`config.mk`:
```
export PLATFORM = sky130hd
export DESIGN_NAME = instr_fetch_server_flat
export DESIGN_NICKNAME = d
export VERILOG_FILES = /design/src/rtl/imem_pkg.sv /design/src/rtl/instr_fetch_server_if.sv /design/src/rtl/imem_ram.sv /design/src/rtl/instr_fetch_server.sv /design/src/flat_wrapper.sv
export SDC_FILE = /design/constraint.sdc
export NUM_CORES = 2
export LEC_CHECK = 0
export CAP_MARGIN = 10
export CELL_PAD_IN_SITES_DETAIL_PLACEMENT = 0
export CELL_PAD_IN_SITES_GLOBAL_PLACEMENT = 1
export CORE_MARGIN = 10
export CORE_UTILIZATION = 26
export DETAILED_ROUTE_END_ITERATION = 8
export PLACE_DENSITY = 0.42
export SYNTH_ARGS = -nofsm -noshare
export SYNTH_HDL_FRONTEND = slang
export SYNTH_SLANG_ARGS = --single-unit
```
`constraint.sdc`:
```
create_clock -name clk -period 3.06 [get_ports clk]
set_input_delay 0.306 -clock clk [delete_from_list [all_inputs] [get_ports clk]]
set_output_delay 0.306 -clock clk [all_outputs]
set_load 0.02 [all_outputs]
```
`src/rtl/imem_pkg.sv`:
```
// Shared definitions for the MiniMIPS instruction-side server: FSM state
// encodings, the default NOP word and the opcode field position.
package imem_pkg;

  typedef enum logic [2:0] {
    ST_IDLE  = 3'd0,
    ST_LOAD  = 3'd1,
    ST_READY = 3'd2,
    ST_RUN   = 3'd3,
    ST_HALT  = 3'd4
  } state_t;

  localparam logic [15:0] NOP_INSTR_DEFAULT = 16'h0000;

  // Opcode field of a MiniMIPS instruction word, shared with the core's controller
  localparam int OPC_MSB = 15;
  localparam int OPC_LSB = 12;

  function automatic logic [3:0] opcode_of(input logic [15:0] instr);
    return instr[OPC_MSB:OPC_LSB];
  endfunction

endpackage

```
`src/rtl/instr_fetch_server_if.sv`:
```
// Program-load handshake between the host loader (master) and the
// instruction server (slave).
interface instr_fetch_server_if;
  logic        load_valid;
  logic        load_ready;
  logic [15:0] load_data;
  logic        load_last;

  modport master (output load_valid, load_data, load_last, input load_ready);
  modport slave  (input load_valid, load_data, load_last, output load_ready);
endinterface

```
`src/rtl/imem_ram.sv`:
```
// 2**AW x 16 instruction store: synchronous write, asynchronous read so a
// fetch completes in the same cycle the core presents its PC.
module imem_ram #(
  parameter int AW = 8
) (
  input  logic          clk,
  input  logic          we,
  input  logic [AW-1:0] waddr,
  input  logic [15:0]   wdata,
  input  logic [AW-1:0] raddr,
  output logic [15:0]   rdata
);

  logic [15:0] mem [2**AW];

  always_ff @(posedge clk) begin
    if (we) mem[waddr] <= wdata;
  end

  assign rdata = mem[raddr];

endmodule

```
`src/rtl/instr_fetch_server.sv`:
```
// Instruction-side responder for the MiniMIPS core: loads a program over a
// valid/ready port, then serves instructions for the core PC while gating cpu_run.
// Optional IMEM_FETCH_CNT_EN adds a fetch_count output of executed instructions.
module instr_fetch_server
  import imem_pkg::*;
#(
  parameter int          AW        = 8,
  parameter logic [15:0] NOP_INSTR = NOP_INSTR_DEFAULT
) (
  input  logic                  clk,
  input  logic                  reset,
  instr_fetch_server_if.slave   ld,
  input  logic                  start,
  input  logic [31:0]           pc,
  output logic [15:0]           instruction,
  output logic                  cpu_run,
  output logic                  halted,
  output logic [AW:0]           prog_len
`ifdef IMEM_FETCH_CNT_EN
  ,
  output logic [31:0]           fetch_count
`endif
);

  localparam logic [AW:0] LEN_MAX = {1'b1, {AW{1'b0}}};

  state_t        state_q, state_d;
  logic [AW-1:0] wptr_q;
  logic [AW:0]   len_q;
  logic          accept;
  logic          last_word;
  logic          in_range;
  logic [15:0]   rdata;

  function automatic logic [AW:0] sat_inc(input logic [AW:0] v);
    return (v >= LEN_MAX) ? LEN_MAX : v + 1'b1;
  endfunction

  assign accept    = ld.load_valid && (state_q == ST_LOAD);
  assign last_word = ld.load_last || (wptr_q == {AW{1'b1}});
  // Full-width compare so a PC beyond the array never aliases onto a low word
  assign in_range  = (pc < 32'(len_q));
  assign prog_len  = len_q;

  imem_ram #(.AW(AW)) u_ram (
    .clk   (clk),
    .we    (accept),
    .waddr (wptr_q),
    .wdata (ld.load_data),
    .raddr (pc[AW-1:0]),
    .rdata (rdata)
  );

  always_comb begin
    state_d       = state_q;
    ld.load_ready = 1'b0;
    cpu_run       = 1'b0;
    halted        = 1'b0;
    instruction   = NOP_INSTR;
    case (state_q)
      ST_IDLE:  if (start) state_d = ST_LOAD;
      ST_LOAD: begin
        ld.load_ready = 1'b1;
        if (accept && last_word) state_d = ST_READY;
      end
      ST_READY: if (start) state_d = ST_RUN;
      ST_RUN: begin
        cpu_run = 1'b1;
        if (in_range) instruction = rdata;
        else          state_d     = ST_HALT;
      end
      ST_HALT:  halted = 1'b1;
      default:  state_d = ST_IDLE;
    endcase
  end

  always_ff @(posedge clk) begin
    if (reset) begin
      state_q <= ST_IDLE;
      wptr_q  <= '0;
      len_q   <= '0;
    end else begin
      state_q <= state_d;
      if (accept) begin
        wptr_q <= wptr_q + 1'b1;
        len_q  <= sat_inc(len_q);
      end
    end
  end

`ifdef IMEM_FETCH_CNT_EN
  always_ff @(posedge clk) begin
    if (reset)                            fetch_count <= '0;
    else if (state_q == ST_RUN && in_range) fetch_count <= fetch_count + 32'd1;
  end
`endif

endmodule

```
`src/flat_wrapper.sv`:
```
// flat-port wrapper written by rule: the top's interface ports become plain ports
module instr_fetch_server_flat import imem_pkg::*;
#(
  parameter int          AW        = 8,
  parameter logic [15:0] NOP_INSTR = NOP_INSTR_DEFAULT
)
  (clk, reset, start, pc, instruction, cpu_run, halted, prog_len, ld_load_valid, ld_load_data, ld_load_last, ld_load_ready);
  instr_fetch_server_if ld_i ();
  input  logic clk;
  input  logic reset;
  input  logic start;
  input  logic [31:0] pc;
  output logic [15:0] instruction;
  output logic cpu_run;
  output logic halted;
  output logic [AW:0] prog_len;
  input wire logic [$bits(ld_i.load_valid)-1:0] ld_load_valid;
  input wire logic [$bits(ld_i.load_data)-1:0] ld_load_data;
  input wire logic [$bits(ld_i.load_last)-1:0] ld_load_last;
  output wire logic [$bits(ld_i.load_ready)-1:0] ld_load_ready;
  assign ld_i.load_valid = ld_load_valid;
  assign ld_i.load_data = ld_load_data;
  assign ld_i.load_last = ld_load_last;
  assign ld_load_ready = ld_i.load_ready;
  instr_fetch_server #(.AW(AW), .NOP_INSTR(NOP_INSTR)) u_core (.clk(clk), .reset(reset), .ld(ld_i), .start(start), .pc(pc), .instruction(instruction), .cpu_run(cpu_run), .halted(halted), .prog_len(prog_len));
endmodule
```
==> run_results.csv <==
group,metric,value,unit
place,gp_congestion,0.7863,
drt,wl,577600,um
critical_path,worstPathRequired,2750,ps
power,peakVddDrop,0.0004919,V
timing,whs,162.2,ps
drt,routed_via_density,4.806,
die,rows,288,
global_routing,grt_pass1_wl,784300,um
clock_network,worstSkewPairLatency,1030,ps
critical_path,start_kind,"flip-flop",
global_routing,grt_overflow_total,0,
yosys,synth_xor_xnor_area_share,0.0006537,
die,die_area,650200,um^2
critical_path,critical-path-max-stage-delay,500,ps
critical_path,critical_path_class,"flip-flop to primary output",
timing,slew_headroom,0.2504,
status,outcome,"finished with violations",
timing,timing.final.crit_share,1.360,
flow_run,max_cap_violations,0,
global_routing,grt_usage,0.1720,
worst_hold_path,hp-class,"input port to flip-flop",
die,ioPinCount,81,
drt,num_vias,87100,
critical_path,worstRegToRegCells,8,
die,dieHeight,806.3,um
clock_network,clk_pin_slew,50,ps
critical_path,crit_family,"compound AO/OA/AOI/OAI gates",
clock_network,cts_root_buffer,"clkbuf_16",
yosys,yosys-top-cells-area,"edfxtp_1, mux4_2, mux2i_1",
die,core,615800,um^2
yosys,synthAdderAreaFrac,0.001090,
global_routing,antenna_found_initial,38,
yosys,synth_area_leader_cell,"edfxtp_1",
worst_hold_path,holdPathStages,5,
drt,wl_per_cell,31.87,um
die,die_w,806.3,um
critical_path,worstPathArrival,3860,ps
drt,ant_nets,0,
finish,fillers,58310,
finish,areaGrowthSynthToFinish,27.10,%
yosys,synth_cells,8015,
yosys,synth_top_cell_area_share,0.7651,
critical_path,cp_cell_sequence,"mux4_2 -> o21ai_0 -> a211oi_2 -> buf_4 -> a31oi_1 -> nand4_1 -> a22o_4 -> buf_12",
critical_path,crit_slowest_cell,"nand4_1",
timing,fmax,0.2402,GHz
clock_network,clock-sinks,4116,
clock_network,tritoncts,"done",
power,leakagePower,66.88,nW
yosys,ys.flop_type,"edfxtp_1",
die,initial_core_util,0.2611,
clock_network,h-tree-depth,5,
clock_network,clockBufferDepth,4,
drt,drc,0,
yosys,synth_compound_area_frac,0.05200,
yosys,synth_area_per_cell,20.06,um^2
timing,drv_slew,0,
yosys,muxShareOfSynthArea,0.1382,
drt,drt_first_pass_iters,5,
finish,final_net_count,9668,
timing,worst_pin_slew,1124,ps
status,violations,"setup timing",
yosys,synth_seq_cells,4116,
timing,skew,91.34,ps
yosys,synth_simple_gate_area_frac,0.02003,
timing,period_minus_slack,4163,ps
critical_path,crit_path_max_fanout,1,
yosys,synth_top_family_by_area,"multiplexers",
yosys,synthesis.nets,8082,
global_routing,grt_pass1_vias,89950,
timing,rsz0062_at_grt,"yes",
yosys,yosysSeqAreaShare,0.7675,
timing,finalSetupViolations,16,
critical_path,path_buf_inv,2,
place,hpwl,386200,um
place,io_buffers,80,
yosys,synth_edf_count,4096,
clock_network,cts_buffers,460,
power,power_density,612.4,nW/um^2
timing,fin_ws,-1103,ps
yosys,ys_types,77,
global_routing,grt_max_degree,113,
critical_path,critPathCaptureType,"primary output",
yosys,ys_warn_count,0,
critical_path,cp.depth,8,
drt,drt-initial-drc-count,7970,
yosys,synth_async_sr_flop_share,0,
timing,finalSetupTns,-13080,ps
timing,hold_violations,0,
yosys,netlist_area,160800,um^2
finish,drive_gt1_frac,0.3274,
## layer usage
layer / wire (um) / GRT usage / part of all wire / up-vias
li1: - / - / - / 36890
met1: 257100 / 0.2355 / 0.45 / 47470
met2: 282500 / 0.2932 / 0.49 / 2120
met3: 23300 / 0.02022 / 0.040 / 618
met4: 14700 / 0.03751 / 0.025 / 4
met5: 27 / 0 / 0.000047 / -
## cells in the mapped netlist (60+ instances only)
master	count
edfxtp_1	4096
mux2i_1	949
mux4_2	550
nor2_1	333
a221oi_1	288
o21ai_0	242
clkbuf_1	207
a221o_1	133
nor3_1	114
buf_6	104
a211oi_1	98
a21oi_1	92
buf_2	82
nand3_1	76
nand2_1	66
a22oi_1	60
## final cells by class
| cell class | count | area, um^2 | area share |
|---|---|---|---|
| Antenna cell | 14 | 35.03 | 0.0001714 |
| Clock buffer | 561 | 12100 | 0.05923 |
| Clock inverter | 291 | 2769 | 0.01355 |
| Inverter | 17 | 78.83 | 0.0003858 |
| Multi-Input combinational cell | 3375 | 36630 | 0.1792 |
| Sequential cell | 4116 | 123400 | 0.6040 |
| Tap cell | 8120 | 10160 | 0.04972 |
| Timing Repair Buffer | 1631 | 19150 | 0.09374 |
## registers in the layout, indices dropped and copies added, names as in the netlist
| name | cells |
|---|---|
| u_core.prog_len | 9 |
| u_core.state_q | 3 |
| u_core.u_ram.mem | 4096 |
| u_core.wptr_q | 8 |
## what timing repair did
item | CTS | global route
hold buffers | 19 | 0
hold endpoints to repair | 1356 | 0
pin swaps | 102 | 77
gates resized for setup | 302 | 132
setup endpoints to repair | 16 | 16
gates cloned | 2 | 3
buffers inserted | 14 | 19
## stage by stage
| step | worst slack (ps) | cell area [um^2] | util | power (mW) | instances |
|---|---|---|---|---|---|
| floorplan | 210.0 | 160800 | - | 66.24 | 8015 |
| CTS | -1297 | 203500 | 0.3305 | 126.5 | 18100 |
| detailed placement | -1643 | 187100 | 0.3038 | 71.22 | 17240 |
| global route | -1146 | 204300 | 0.3318 | 129.2 | 18110 |
| global placement | -2216 | 187100 | 0.3038 | 71.17 | 17230 |
| finish | -1103 | 204300 | 0.3318 | 125.1 | 18130 |
## where the power goes
group	total, mW	internal, mW	switching, mW
combinational	8.27	3.14	5.14
sequential	62.0	62.0	0.00597
clock	54.9	31.7	23.2
total	125	96.8	28.4
## cells in the final DEF, fill, tap and decap left out, types with 19 or more instances in the layout
cell and n:
a21oi_1 68, dlygate4sd3_1 19, a211oi_2 24, clkbuf_16 473, mux2i_1 944, o21ai_1 27
nand2_1 60, nand3_1 52, clkinv_2 85, a221o_1 133, clkbuf_1 91, nor3_1 80
buf_4 1009, clkdlybuf4s50_1 41, clkinv_1 122, bufinv_16 43, a22oi_1 47, buf_12 498
mux4_2 553, nor2_1 142, nor2_2 190, a211oi_1 64, o21ai_0 193, o31ai_1 25
a221oi_1 261, buf_6 27, buf_8 22, a221oi_2 25, o21ai_2 22, edfxtp_1 4096
nor3_2 27, a22o_1 23, nand4_1 27, o211ai_1 22
## cells by family (layout without fill, tap and decap cells)
group	after synthesis	in the layout
flip-flops	4116	4116
XOR/XNOR	12	12
buffers and inverters	524	2500
AND/OR/NAND/NOR	708	708
AO/OA/AOI/OAI	1121	1121
adder cells (fa/ha/maj)	14	14
other	0	14
multiplexers	1520	1520
## worst reg2reg max path, stage by stage (launching register included)
cell and delay (ps):
dfxtp_1 420, nand2b_1 150, nor3b_2 280, buf_4 290, buf_4 320, nand3_4 210, buf_12 240, nor2_1 260
buf_4 230
## path summary, 6_finish.rpt
| kind | from | endpoint | slack, ps |
|---|---|---|---|
| setup / recovery | u_core.u_ram.mem[130][12] | instruction[12] | -1100 |
| hold / removal | ld_load_last | u_core.state_q[1] | 160 |
| setup reg to reg | u_core.state_q[0] | u_core.u_ram.mem[206][10] | 320 |
| hold reg to reg | u_core.prog_len[7] | u_core.prog_len[7] | 520 |
(Power assumes the default switching activity.)
